===== config.mk =====
export PLATFORM = sky130hd
export DESIGN_NAME = morse_rx
export DESIGN_NICKNAME = d
export VERILOG_FILES = /design/src/rtl/morse_pkg.sv /design/src/rtl/morse_sync.sv /design/src/rtl/morse_rx.sv
export SDC_FILE = /design/constraint.sdc
export NUM_CORES = 1
export LEC_CHECK = 0
export CORE_ASPECT_RATIO = 0.5
export CORE_MARGIN = 2
export CORE_UTILIZATION = 50
export DETAILED_ROUTE_END_ITERATION = 12
export PLACE_DENSITY = 0.8
export SYNTH_ARGS = -nofsm -noshare
export SYNTH_HDL_FRONTEND = slang
export SYNTH_SLANG_ARGS = --single-unit
export TNS_END_PERCENT = 10

===== constraint.sdc =====
create_clock -name clk -period 4.2 [get_ports clk]
set_clock_uncertainty 0.05 [all_clocks]
set_input_delay 0.84 -clock clk [delete_from_list [all_inputs] [get_ports clk]]
set_output_delay 0.84 -clock clk [all_outputs]
set_load 0.05 [all_outputs]

===== src/rtl/morse_pkg.sv =====
// Shared Morse timing constants and receiver FSM encoding.
// The encoder imports the same package so both sides agree on unit multiples.
package morse_pkg;

  localparam logic [1:0] ST_IDLE  = 2'd0;
  localparam logic [1:0] ST_MARK  = 2'd1;
  localparam logic [1:0] ST_SPACE = 2'd2;
  localparam logic [1:0] ST_HOLD  = 2'd3;

  // Thresholds expressed as multiples of one dot unit
  localparam int unsigned DASH_MIN = 2;
  localparam int unsigned CHAR_GAP = 2;
  localparam int unsigned WORD_GAP = 5;
  localparam int unsigned STUCK    = 8;

endpackage


===== src/rtl/morse_sync.sv =====
// Two-flop synchronizer for the asynchronous key line, with edge detection.
// Edges are suppressed until the pipeline holds real samples, so a line already high at reset release is not a rise.
module morse_sync (
  input  logic clk,
  input  logic rst_n,
  input  logic din,
  output logic level,
  output logic rise,
  output logic fall
);

  logic [2:0] sh_q;
  logic [2:0] fill_q;

  always_ff @(posedge clk or negedge rst_n) begin
    if (!rst_n) begin
      sh_q   <= '0;
      fill_q <= '0;
    end else begin
      sh_q   <= {sh_q[1:0], din};
      fill_q <= {fill_q[1:0], 1'b1};
    end
  end

  assign level = sh_q[1];
  assign rise  = fill_q[2] &  sh_q[1] & ~sh_q[2];
  assign fall  = fill_q[2] & ~sh_q[1] &  sh_q[2];

endmodule


===== src/rtl/morse_rx.sv =====
// Morse receiver: times mark/space runs of the synchronized key line and emits
// one character (dash=1, dot=0, first element in bit 0) per inter-character gap.
module morse_rx
  import morse_pkg::*;
#(
  parameter int unsigned UNIT   = 4,
  parameter int unsigned MAXSYM = 6
) (
  input  logic              clk,
  input  logic              rst,
  input  logic              key_in,
  output logic [MAXSYM-1:0] sym_bits,
  output logic [2:0]        sym_len,
  output logic              sym_valid,
  output logic              word_gap,
  output logic              err
);

  localparam int unsigned CW = $clog2(STUCK * UNIT + 1);
  localparam logic [CW-1:0] T_DASH  = CW'(DASH_MIN * UNIT);
  localparam logic [CW-1:0] T_CHAR  = CW'(CHAR_GAP * UNIT);
  localparam logic [CW-1:0] T_WORD  = CW'(WORD_GAP * UNIT);
  localparam logic [CW-1:0] T_STUCK = CW'(STUCK * UNIT);
  localparam logic [2:0]    LEN_MAX = 3'(MAXSYM);

  logic key_lvl, key_rise, key_fall;

  morse_sync u_sync (
    .clk   (clk),
    .rst_n (rst),
    .din   (key_in),
    .level (key_lvl),
    .rise  (key_rise),
    .fall  (key_fall)
  );

  logic [1:0]        state_q, state_d;
  logic [CW-1:0]     cnt_q, cnt_d, cnt_inc;
  logic [MAXSYM-1:0] buf_q, buf_d;
  logic [2:0]        len_q, len_d;
  logic [MAXSYM-1:0] bits_q, bits_d;
  logic [2:0]        slen_q, slen_d;
  logic              valid_q, valid_d;
  logic              wgap_q, wgap_d;
  logic              err_q, err_d;

  // A threshold T is "reached" on the cycle the counter steps to T, so the
  // run length compared is the incremented count.
  assign cnt_inc = cnt_q + CW'(1);

  always_comb begin
    state_d = state_q;
    cnt_d   = cnt_q;
    buf_d   = buf_q;
    len_d   = len_q;
    bits_d  = '0;
    slen_d  = '0;
    valid_d = 1'b0;
    wgap_d  = 1'b0;
    err_d   = 1'b0;

    case (state_q)
      ST_IDLE: begin
        if (key_rise) begin
          state_d = ST_MARK;
          cnt_d   = '0;
        end
      end

      ST_MARK: begin
        if (key_fall) begin
          if (len_q == LEN_MAX) begin
            err_d = 1'b1;
            buf_d = '0;
            len_d = '0;
          end else begin
            for (int unsigned i = 0; i < MAXSYM; i++) begin
              if (i == 32'(len_q)) buf_d[i] = (cnt_inc >= T_DASH);
            end
            len_d = len_q + 3'd1;
          end
          cnt_d   = '0;
          state_d = ST_SPACE;
        end else if (cnt_inc == T_STUCK) begin
          err_d   = 1'b1;
          buf_d   = '0;
          len_d   = '0;
          cnt_d   = '0;
          state_d = ST_HOLD;
        end else begin
          cnt_d = cnt_inc;
        end
      end

      ST_SPACE: begin
        if (cnt_q < T_WORD) cnt_d = cnt_inc;
        if (cnt_inc == T_CHAR && len_q != '0) begin
          valid_d = 1'b1;
          bits_d  = buf_q;
          slen_d  = len_q;
          buf_d   = '0;
          len_d   = '0;
        end
        if (cnt_inc == T_WORD) begin
          wgap_d  = 1'b1;
          cnt_d   = '0;
          state_d = ST_IDLE;
        end
        // Threshold actions above still fire when a rise coincides with them
        if (key_rise) begin
          cnt_d   = '0;
          state_d = ST_MARK;
        end
      end

      ST_HOLD: begin
        // Only reachable with the line high, so a low level marks its falling edge
        cnt_d = '0;
        if (!key_lvl) state_d = ST_IDLE;
      end

      default: begin
        state_d = ST_IDLE;
        cnt_d   = '0;
      end
    endcase
  end

  always_ff @(posedge clk or negedge rst) begin
    if (!rst) begin
      state_q <= ST_IDLE;
      cnt_q   <= '0;
      buf_q   <= '0;
      len_q   <= '0;
      bits_q  <= '0;
      slen_q  <= '0;
      valid_q <= 1'b0;
      wgap_q  <= 1'b0;
      err_q   <= 1'b0;
    end else begin
      state_q <= state_d;
      cnt_q   <= cnt_d;
      buf_q   <= buf_d;
      len_q   <= len_d;
      bits_q  <= bits_d;
      slen_q  <= slen_d;
      valid_q <= valid_d;
      wgap_q  <= wgap_d;
      err_q   <= err_d;
    end
  end

  assign sym_bits  = bits_q;
  assign sym_len   = slen_q;
  assign sym_valid = valid_q;
  assign word_gap  = wgap_q;
  assign err       = err_q;

endmodule


==> impl_metrics.csv <==
group,metric,value,unit
worst_setup_path,r2r_start,"cnt_q[0]$_DFFE_PN0P_",
outcome,status,"complete, no violations",
min_path,worstHoldPathCells,0,
sta,drv_slew,0,
power,leakagePower,0.998,nW
global_route,overflow,0,
synth,synth-seq-cells,35,
clock_tree,insertion_delay,0.29,ns
detailed_routing,routed_wl,3480,µm
sta,worst_pin_slew,1.15,ns
power,power_frac_clock,29.3,%
worst_setup_path,path_buf_inv,0,
placed_design,dp_hpwl,2220,µm
cells_and_area,layout.nets,203,
sta,hold_viol,0,
global_route,antenna_found_initial,0,
cells_and_area,syn_to_final_growth,15.4,%
die,ios,15,
cells_and_area,instances_no_fill,245,
clock_tree,cts_tree,"built",
synth,synth_cell_types,49,
worst_setup_path,rr_worst_depth,6,
clock_tree,cts_buffers,5,
sta,slew_headroom,22.9,%
sta,fmax,0.411,GHz
die,fp.dieArea,4170,µm²
worst_setup_path,crit_type,"register to register",
detailed_routing,drtIter0Drc,87,
sta,period_share,58.0,%
die,start_util,52.7,%
power,p_seq_share,38.3,%
power,p_switching,0.000387,W
synth,seq_area_frac_synth,48.1,%
cells_and_area,drive_gt1_share,8.76,%
min_path,hp-class,"register to register",
clock_tree,clock_sinks,35,
min_path,worstHoldEndpoint,"u_sync.sh_q[1]$_DFF_PN0_",
sta,grt_setup_unrepaired,"false",
sta,min_period,2.43,ns
detailed_routing,drc,0,
detailed_routing,wl_per_cell,14.2,µm
min_path,min-delay-start,"u_sync.sh_q[0]$_DFF_PN0_",
power,swShare,36.0,%
clock_tree,htreeDepth,2,
power,p_int,0.000690,W
worst_setup_path,crit_arrival,2.56,ns
clock_tree,root_buffer,"clkbuf_8",
worst_setup_path,worst_path_max_delay_cell,"a222oi_1",
die,dieWidth,89.3,µm
detailed_routing,vias,1389,
detailed_routing,firstDrtPassIters,4,
placed_design,io_buffers,14,
global_route,grt_first_pass_wirelength,5750,µm
worst_setup_path,cpLargestDelayFamily,"compound AO/OA/AOI/OAI gates",
detailed_routing,vias_per_cell,5.67,
sta,tns,0,ns
synth,synthesis.area,1820,µm²
detailed_routing,detail-route-antenna-nets,0,
worst_setup_path,r2r_end,"state_q[1]$_DFFE_PN0P_",
synth,synth_warnings,0,
power,p_total,0.00108,W
worst_setup_path,cp-start-kind,"register",
cells_and_area,layout_common_cells,"dfrtp_1, nand2_1, clkdlybuf4s50_1",
sta,finalWorstSetupSlack,1.77,ns
power,pwr_density_cell,513,nW/µm²
placed_design,dp_cells,237,
placed_design,place_congestion,0.816,
worst_setup_path,r2r_setup_slack,1.77,ns
global_route,grt.total_usage,18.9,%
synth,ys_async_sr_fraction,100,%
power,ir_drop,0.212,mV
worst_setup_path,required,4.33,ns
run,max_cap_violations,0,
global_route,grt_pass1_vias,1285,
power,power_frac_comb,32.4,%
clock_tree,ctsHoldBuffers,0,
worst_setup_path,worst-path-max-fanout,7,
synth,synthFlopType,"dfrtp_1",
cells_and_area,final_common_cell,"dfrtp_1",
clock_tree,clkTransAtPathRegs,0.07,ns
die,fp-row-count,15,
die,core,3450,µm²
synth,synth_cells,182,
cells_and_area,diodes,0,
worst_setup_path,crit_chain,"ha_1, nand2_2, and4bb_2, o31ai_2, a222oi_1, mux2_2",
synth,syn_area_per_cell,10.0,µm²
sta,setup_violations,0,
placed_design,dpl_worst_slack,1.81,ns
clock_tree,postCtsResizedCells,0,
clock_tree,cts_buffer_depth,2,
synth,syn-num-nets,192,
synth,synth_edf_count,0,
worst_setup_path,worst_path_largest_cell_delay,0.47,ns
worst_setup_path,cp-end-kind,"register",
die,die_y,46.7,µm
global_route,grt_max_degree,36,
clock_tree,cts_setup_buffers,0,
==> Yosys cell counts (2+ instances only) <==
cell type   n  area share, %
nor3_1      8            2.2
and3_1     11            3.8
nand2_1    20            4.1
buf_2       3           0.82
o211ai_1    3            1.2
o311a_1     2            1.1
mux2i_1     8            4.4
ha_1        7            4.8
nor2_1      5            1.0
clkbuf_1    7            1.4
dfrtp_1    35             48
nand3b_1    4            1.6
o2bb2ai_1   3            1.4
inv_1       7            1.4
nand4_1     3            1.0
o21ai_0    11            3.0
nand3_1     6            1.6
and2_1      5            1.7
a21oi_1     4            1.1
==> layer usage <==
metal  part of all wire (%)  track usage, %  vias to the layer above
met5                      0               0                        -
met4                   0.92            7.16                        0
met3                    4.3            5.91                        4
met2                     49            32.6                       31
met1                     46            22.6                      678
li1                       -               -                      676
==> flip-flops by register name (all words and copies together) (netlist names) <==
register	flops
buf_q	6
state_q	2
u_sync.fill_q	3
sym_valid	1
word_gap	1
u_sync.sh_q	3
cnt_q	6
err	1
sym_len	3
sym_bits	6
len_q	3
==> logic make-up after synthesis <==
kind of cell / count (synthesis) / synth area share (%)
multiplexers: 9 / 5.02
AND/OR/NAND/NOR: 72 / 21.4
AO/OA/AOI/OAI: 39 / 15.8
adder cells (fa/ha/maj): 7 / 4.81
flip-flops: 35 / 48.1
buffers and inverters: 18 / 4.12
other: 1 / 0.206
XOR/XNOR: 1 / 0.481
==> layout make-up <==
class	instances	area (µm²)
Fill cell	272	1350
Tap cell	51	63.8
Clock inverter	2	35.0
Multi-Input combinational cell	129	870
Sequential cell	35	876
Timing Repair Buffer	15	148
Clock buffer	6	82.6
Inverter	7	26.3
==> power groups by stage <==
stage / Clock (W) / Combinational (W) / Sequential (W)
final: 0.000316 / 0.000349 / 0.000412
after global routing: 0.000334 / 0.000394 / 0.000417
after CTS: 0.000314 / 0.000349 / 0.000411
after detailed placement: 0 / 0.000342 / 0.000416
after global placement: 0 / 0.000334 / 0.000414
after floorplan: 0 / 0.000290 / 0.000394
==> worst max path at each step <==
stage                               from                      to  slack, ns  cells past startpoint
finish              cnt_q[0]$_DFFE_PN0P_  state_q[1]$_DFFE_PN0P_       1.77                      6
global route        cnt_q[0]$_DFFE_PN0P_  state_q[1]$_DFFE_PN0P_       1.66                      6
CTS                 cnt_q[0]$_DFFE_PN0P_  state_q[1]$_DFFE_PN0P_       1.76                      6
detailed placement  cnt_q[0]$_DFFE_PN0P_  state_q[1]$_DFFE_PN0P_       1.81                      6
global placement    cnt_q[0]$_DFFE_PN0P_  state_q[1]$_DFFE_PN0P_       1.88                      6
floorplan           cnt_q[0]$_DFFE_PN0P_  state_q[1]$_DFFE_PN0P_       2.07                      6
==> metrics by stage <==
stage	cell area, µm²	utilization [%]	hold WS [ns]
global route	2100	60.8	0.315
CTS	2100	60.8	0.300
floorplan	1820	-	0.281
finish	2100	60.8	0.299
global placement	1980	57.4	0.281
detailed placement	1980	57.4	0.285
No activity file was read; power rests on OpenSTA's default activity.
